<file path="src/rtl/dmem_arbiter_if.sv">
// Requester-side bus for dmem_arbiter: one instance per port.
// The master modport is the requester (LSU or DMA); the slave modport is the arbiter.
interface dmem_arbiter_if #(
    parameter int DATA_WIDTH = 64,
    parameter int DATA_BYTES = DATA_WIDTH / 8
);
    logic                  req;
    logic                  gnt;
    logic [DATA_WIDTH-1:0] addr;
    logic [DATA_WIDTH-1:0] wdata;
    logic [DATA_BYTES-1:0] wen;
    logic                  rvalid;
    logic [DATA_WIDTH-1:0] rdata;

    modport master (
        output req, addr, wdata, wen,
        input  gnt, rvalid, rdata
    );

    modport slave (
        input  req, addr, wdata, wen,
        output gnt, rvalid, rdata
    );
endinterface

</file>
<file path="src/rtl/dmem_arbiter.sv">
// dmem_arbiter: shares the single-port data memory between the core LSU (port 0)
// and the loader/debug DMA (port 1). Port 0 has fixed priority; a starvation
// counter forces one port 1 grant after STARVE_LIMIT consecutive port 0 grants
// while port 1 waits. Responses return one cycle after grant, matching the
// memory's 1-cycle synchronous read (write-first).
// Optional build macro: DMEM_ARB_STATS_EN adds grant statistics counters.
module dmem_arbiter #(
    parameter int DATA_WIDTH   = 64,
    parameter int DATA_BYTES   = DATA_WIDTH / 8,
    parameter int STARVE_LIMIT = 4
) (
    input  logic                  clk,
    input  logic                  rst,
    dmem_arbiter_if.slave         p0,
    dmem_arbiter_if.slave         p1,
    output logic [DATA_WIDTH-1:0] mem_addr,
    output logic [DATA_WIDTH-1:0] mem_wdata,
    output logic [DATA_BYTES-1:0] mem_wen,
    input  logic [DATA_WIDTH-1:0] mem_rdata
`ifdef DMEM_ARB_STATS_EN
    ,
    output logic [31:0]           stat_gnt0,
    output logic [31:0]           stat_gnt1,
    output logic [15:0]           stat_forced
`endif
);

    typedef enum logic {
        PORT0 = 1'b0,
        PORT1 = 1'b1
    } port_e;

    localparam logic [7:0] LP_LIMIT = 8'(STARVE_LIMIT);

    logic [7:0] r_starve_cnt;
    logic       r_rsp_valid;
    port_e      r_rsp_id;

    logic       w_force;
    logic       w_gnt0;
    logic       w_gnt1;

    // Port 1 is forced only when both ports contend and port 1 has waited long enough.
    assign w_force = p0.req && p1.req && (r_starve_cnt >= LP_LIMIT);

    // Grant decision from registered state; nothing is granted while in reset.
    always_comb begin
        // NOTE: every output of a combinational block gets a default first so no path leaves it unassigned, which would infer a latch.
        w_gnt0 = 1'b0;
        w_gnt1 = 1'b0;
        if (!rst) begin
            if (p0.req && !w_force) begin
                w_gnt0 = 1'b1;
            end else if (p1.req) begin
                w_gnt1 = 1'b1;
            end
        end
    end

    assign p0.gnt = w_gnt0;
    assign p1.gnt = w_gnt1;

    // Pass the granted port's command to memory; idle cycles issue a harmless read of word 0.
    always_comb begin
        mem_addr  = '0;
        mem_wdata = '0;
        mem_wen   = '0;
        if (w_gnt0) begin
            mem_addr  = p0.addr;
            mem_wdata = p0.wdata;
            mem_wen   = p0.wen;
        end else if (w_gnt1) begin
            mem_addr  = p1.addr;
            mem_wdata = p1.wdata;
            mem_wen   = p1.wen;
        end
    end

    // Starvation counter: counts port 0 wins while port 1 waits, saturating at 255.
    always_ff @(posedge clk) begin
        // NOTE: sequential state uses non-blocking assignments so every flop samples pre-edge values, independent of statement order.
        if (rst) begin
            r_starve_cnt <= '0;
        end else if (w_gnt1 || !p1.req) begin
            r_starve_cnt <= '0;
        end else if (w_gnt0 && (r_starve_cnt != 8'hFF)) begin
            r_starve_cnt <= r_starve_cnt + 8'd1;
        end
    end

    // Response pipeline: remember whether and to whom a grant was issued this cycle.
    always_ff @(posedge clk) begin
        if (rst) begin
            r_rsp_valid <= 1'b0;
            r_rsp_id    <= PORT0;
        end else begin
            r_rsp_valid <= w_gnt0 || w_gnt1;
            r_rsp_id    <= w_gnt1 ? PORT1 : PORT0;
        end
    end

    // Responses are masked by rst so a transaction issued just before reset never acknowledges.
    assign p0.rvalid = r_rsp_valid && !rst && (r_rsp_id == PORT0);
    assign p1.rvalid = r_rsp_valid && !rst && (r_rsp_id == PORT1);
    assign p0.rdata  = p0.rvalid ? mem_rdata : '0;
    assign p1.rdata  = p1.rvalid ? mem_rdata : '0;

`ifdef DMEM_ARB_STATS_EN
    // Grant statistics; counters wrap at their maximum value.
    always_ff @(posedge clk) begin
        if (rst) begin
            stat_gnt0   <= '0;
            stat_gnt1   <= '0;
            stat_forced <= '0;
        end else begin
            if (w_gnt0) begin
                stat_gnt0 <= stat_gnt0 + 32'd1;
            end
            if (w_gnt1) begin
                stat_gnt1 <= stat_gnt1 + 32'd1;
            end
            if (w_gnt1 && w_force) begin
                stat_forced <= stat_forced + 16'd1;
            end
        end
    end
`endif

endmodule

</file>
<file path="src/flat_wrapper.sv">
// flat-port wrapper written by rule: the top's interface ports become plain ports
module dmem_arbiter_flat 
#(
    parameter int DATA_WIDTH   = 64,
    parameter int DATA_BYTES   = DATA_WIDTH / 8,
    parameter int STARVE_LIMIT = 4
)
  (clk, rst, mem_addr, mem_wdata, mem_wen, mem_rdata, p0_req, p0_addr, p0_wdata, p0_wen, p0_gnt, p0_rvalid, p0_rdata, p1_req, p1_addr, p1_wdata, p1_wen, p1_gnt, p1_rvalid, p1_rdata);
  dmem_arbiter_if #(.DATA_WIDTH(DATA_WIDTH), .DATA_BYTES(DATA_BYTES)) p0_i ();
  dmem_arbiter_if #(.DATA_WIDTH(DATA_WIDTH), .DATA_BYTES(DATA_BYTES)) p1_i ();
  input  logic clk;
  input  logic rst;
  output logic [DATA_WIDTH-1:0] mem_addr;
  output logic [DATA_WIDTH-1:0] mem_wdata;
  output logic [DATA_BYTES-1:0] mem_wen;
  input  logic [DATA_WIDTH-1:0] mem_rdata;
  input wire logic [$bits(p0_i.req)-1:0] p0_req;
  input wire logic [$bits(p0_i.addr)-1:0] p0_addr;
  input wire logic [$bits(p0_i.wdata)-1:0] p0_wdata;
  input wire logic [$bits(p0_i.wen)-1:0] p0_wen;
  output wire logic [$bits(p0_i.gnt)-1:0] p0_gnt;
  output wire logic [$bits(p0_i.rvalid)-1:0] p0_rvalid;
  output wire logic [$bits(p0_i.rdata)-1:0] p0_rdata;
  input wire logic [$bits(p1_i.req)-1:0] p1_req;
  input wire logic [$bits(p1_i.addr)-1:0] p1_addr;
  input wire logic [$bits(p1_i.wdata)-1:0] p1_wdata;
  input wire logic [$bits(p1_i.wen)-1:0] p1_wen;
  output wire logic [$bits(p1_i.gnt)-1:0] p1_gnt;
  output wire logic [$bits(p1_i.rvalid)-1:0] p1_rvalid;
  output wire logic [$bits(p1_i.rdata)-1:0] p1_rdata;
  assign p0_i.req = p0_req;
  assign p0_i.addr = p0_addr;
  assign p0_i.wdata = p0_wdata;
  assign p0_i.wen = p0_wen;
  assign p0_gnt = p0_i.gnt;
  assign p0_rvalid = p0_i.rvalid;
  assign p0_rdata = p0_i.rdata;
  assign p1_i.req = p1_req;
  assign p1_i.addr = p1_addr;
  assign p1_i.wdata = p1_wdata;
  assign p1_i.wen = p1_wen;
  assign p1_gnt = p1_i.gnt;
  assign p1_rvalid = p1_i.rvalid;
  assign p1_rdata = p1_i.rdata;
  dmem_arbiter #(.DATA_WIDTH(DATA_WIDTH), .DATA_BYTES(DATA_BYTES), .STARVE_LIMIT(STARVE_LIMIT)) u_core (.clk(clk), .rst(rst), .p0(p0_i), .p1(p1_i), .mem_addr(mem_addr), .mem_wdata(mem_wdata), .mem_wen(mem_wen), .mem_rdata(mem_rdata));
endmodule
</file>
<file path="config.mk">
export PLATFORM = sky130hd
export DESIGN_NAME = dmem_arbiter_flat
export DESIGN_NICKNAME = d
export VERILOG_FILES = /design/src/rtl/dmem_arbiter_if.sv /design/src/rtl/dmem_arbiter.sv /design/src/flat_wrapper.sv
export SDC_FILE = /design/constraint.sdc
export NUM_CORES = 1
export LEC_CHECK = 0
export ABC_AREA = 1
export CORE_AREA = 2 2 237 239
export DETAILED_ROUTE_END_ITERATION = 8
export DIE_AREA = 0 0 239 241
export SLEW_MARGIN = 20
export SYNTH_ARGS = -nofsm -noshare
export SYNTH_HDL_FRONTEND = slang
export SYNTH_SLANG_ARGS = --single-unit
</file>
<file path="constraint.sdc">
create_clock -name clk -period 3.6 [get_ports clk]
set_clock_uncertainty 0.15 [all_clocks]
set_input_delay 0.9 -clock clk [delete_from_list [all_inputs] [get_ports clk]]
set_output_delay 0.9 -clock clk [all_outputs]
set_load 0.02 [all_outputs]
</file>
==> results.json <==
{
  "clkLatencyLatePin_ns": 0.24,
  "min_period_ns": 3.50,
  "hold-worst-slack_ns": 0.313,
  "pin_count": 608,
  "crit_path_max_fanout": 32,
  "dpl_cell_area_um2": 10300,
  "async_flop_share_pct": 0,
  "cts_tree": "yes",
  "end_kind": "primary output",
  "vias": 6355,
  "gp_congestion": 0.880,
  "vdd.ir_drop.worst_v": 0.0000862,
  "finalSetupViolations": 0,
  "drive_gt1_share_pct": 16.8,
  "syn_inst": 690,
  "outcome": "finished, final reports clean",
  "dp_cells": 2014,
  "die_x_um": 239,
  "cts-root-buf": "clkbuf_16",
  "syn2layout_area_growth_pct": 254,
  "ant_nets": 0,
  "grt_usage_pct": 10.5,
  "p_per_area_nw_per_um2": 132,
  "ys_ff_latch": 10,
  "grt_max_degree": 33,
  "initial_utilization_pct": 5.35,
  "hold_viol": 0,
  "firstDrtPassIters": 5,
  "synth_area_leaders": "nand2_1, nor2_1, inv_1",
  "die_height_um": 241,
  "vias_per_cell": 3.12,
  "wirelength_mm": 33.8,
  "netlist_area_um2": 2930,
  "yosysMostFrequentCell": "nand2_1",
  "grt_pass1_wl_mm": 42.8,
  "numCtsBuffers": 3,
  "htreeDepth": 1,
  "setup_ws_ns": 0.100,
  "stdcell_count": 2036,
  "startpoint": "rst",
  "synth_top_area_share_pct": 53.0,
  "timing.rr.start": "u_core.r_starve_cnt[4]",
  "final-seq-area_um2": 200,
  "drc_errors": 0,
  "hold_start": "u_core.r_starve_cnt[0]",
  "die_area_um2": 57600,
  "coreArea_um2": 54900,
  "max_freq_mhz": 286,
  "path_class": "in2out",
  "grt_pass1_vias": 6239,
  "post-route-period-util_pct": 97.2,
  "hold_class": "reg2reg",
  "critPathRequiredTime_ns": 2.55,
  "drt_iter0_drc": 192,
  "yosysWarnings": 0,
  "leakage_uw": 0.00583,
  "cap_viol_max_count": 0,
  "synth_seq_area_share_pct": 6.82,
  "num-fill-cells": 6312,
  "post_synth.cell_area_avg_um2": 4.25,
  "synth_edf_count": 0,
  "netlist-cell-type-count": 19,
  "clk_pin_slew_ns": 0.04,
  "grt_overflow": 0,
  "yosysTopAreaCell": "nand2_1",
  "dominantRegCellSynth": "dfxtp_1",
  "design_area_um2": 10400,
  "clock_sinks": 10,
  "ctsHoldBuffers": 0,
  "rsz0062_at_grt": "false",
  "port_buffers": 607,
  "slew_viol_final": 0,
  "post-place-ws_ns": -0.570,
  "finalSetupTns_ns": 0,
  "cp_data_arrival_time_ns": 2.45,
  "cp-start-kind": "input port",
  "detail_route.wl_per_cell_um": 16.6,
  "multiInputGateArea_um2": 2200,
  "nets": 1670,
  "synth.cells.most_frequent": "nand2_1, nor2_1, inv_1",
  "place_hpwl_mm": 29.8,
  "antenna_found_initial": 15,
  "num_rows": 86,
  "clock_path_buffers": 2
}
## layout by cell type, fill, tap and decap left out, types with 2 or more instances in the layout
cell               n
nand2_1          409
dlygate4sd2_1     71
clkdlybuf4s15_1   15
buf_4             63
dlymetal6s2s_1    31
nand3_2            2
diode_2            5
buf_12            35
bufbuf_16          3
nand2_2            6
buf_6              2
ha_1               2
inv_1             71
clkdlybuf4s15_2   35
conb_1             5
dfxtp_1           10
nor2_1           138
clkbuf_16          5
buf_8              2
clkdlybuf4s50_1  348
buf_2             64
## critical path: stages
cell             delay (ns)
clkdlybuf4s15_1        0.29
inv_1                  0.15
buf_4                  0.13
nand3_2                0.13
buf_12                 0.21
buf_4                  0.21
nor2_1                 0.22
buf_12                 0.17
## layer usage
layer	track usage, %	vias up	routed length, um
met5	0	-	10
met4	1.31	2	429
met1	12.9	2678	14300
met2	19.3	407	16500
li1	-	3243	-
met3	2.10	25	2570
## flip-flops by register name (all words and copies together) (netlist names)
| name | count |
|---|---|
| u_core.r_rsp_valid | 1 |
| u_core.r_starve_cnt | 8 |
| u_core.r_rsp_id | 1 |
## final timing paths
check | end | cells after the start | slack (ns)
setup / recovery | p1_rdata[6] | 8 | 0.10
setup reg to reg | u_core.r_starve_cnt[0] | 10 | 1.95
hold reg to reg | u_core.r_starve_cnt[0] | 1 | 0.31
hold / removal | u_core.r_starve_cnt[0] | 1 | 0.31
## cell type report
cell class	instances	area share, %
antenna	5	0.120
sequential	10	1.93
inverter	73	2.66
multi-input combinational	568	21.2
tap	704	8.47
clock buffer	4	0.854
timing repair buffer	672	64.8
## timing repair
action	CTS	global route
endpoints found under the setup margin	257	172
pin swaps	1	1
setup buffers	8	0
gates cloned	3	2
gates resized for setup	487	38
## cells by family after synthesis
group                    count (synthesis)  synth area share (%)
AND/OR/NAND/NOR                        559                  72.3
buffers and inverters                  116                  19.6
flip-flops                              10                  6.82
AO/OA/AOI/OAI                            2                 0.341
adder cells (fa/ha/maj)                  2                 0.853
other                                    1                 0.128
## report_power, final
part           switching, uW  internal, uW
Combinational            460           573
Clock                   52.3           167
Sequential              3.04           117
Total                    515           856
## metrics by stage
| step | utilization, % | power [uW] |
|---|---|---|
| after floorplan | - | 460 |
| after global placement | 18.8 | 1200 |
| after detailed placement | 18.8 | 1200 |
| after CTS | 18.7 | 1380 |
| after global routing | 18.9 | 1450 |
| final | 18.9 | 1370 |
Note: power is estimated with default switching activity, not from simulation.
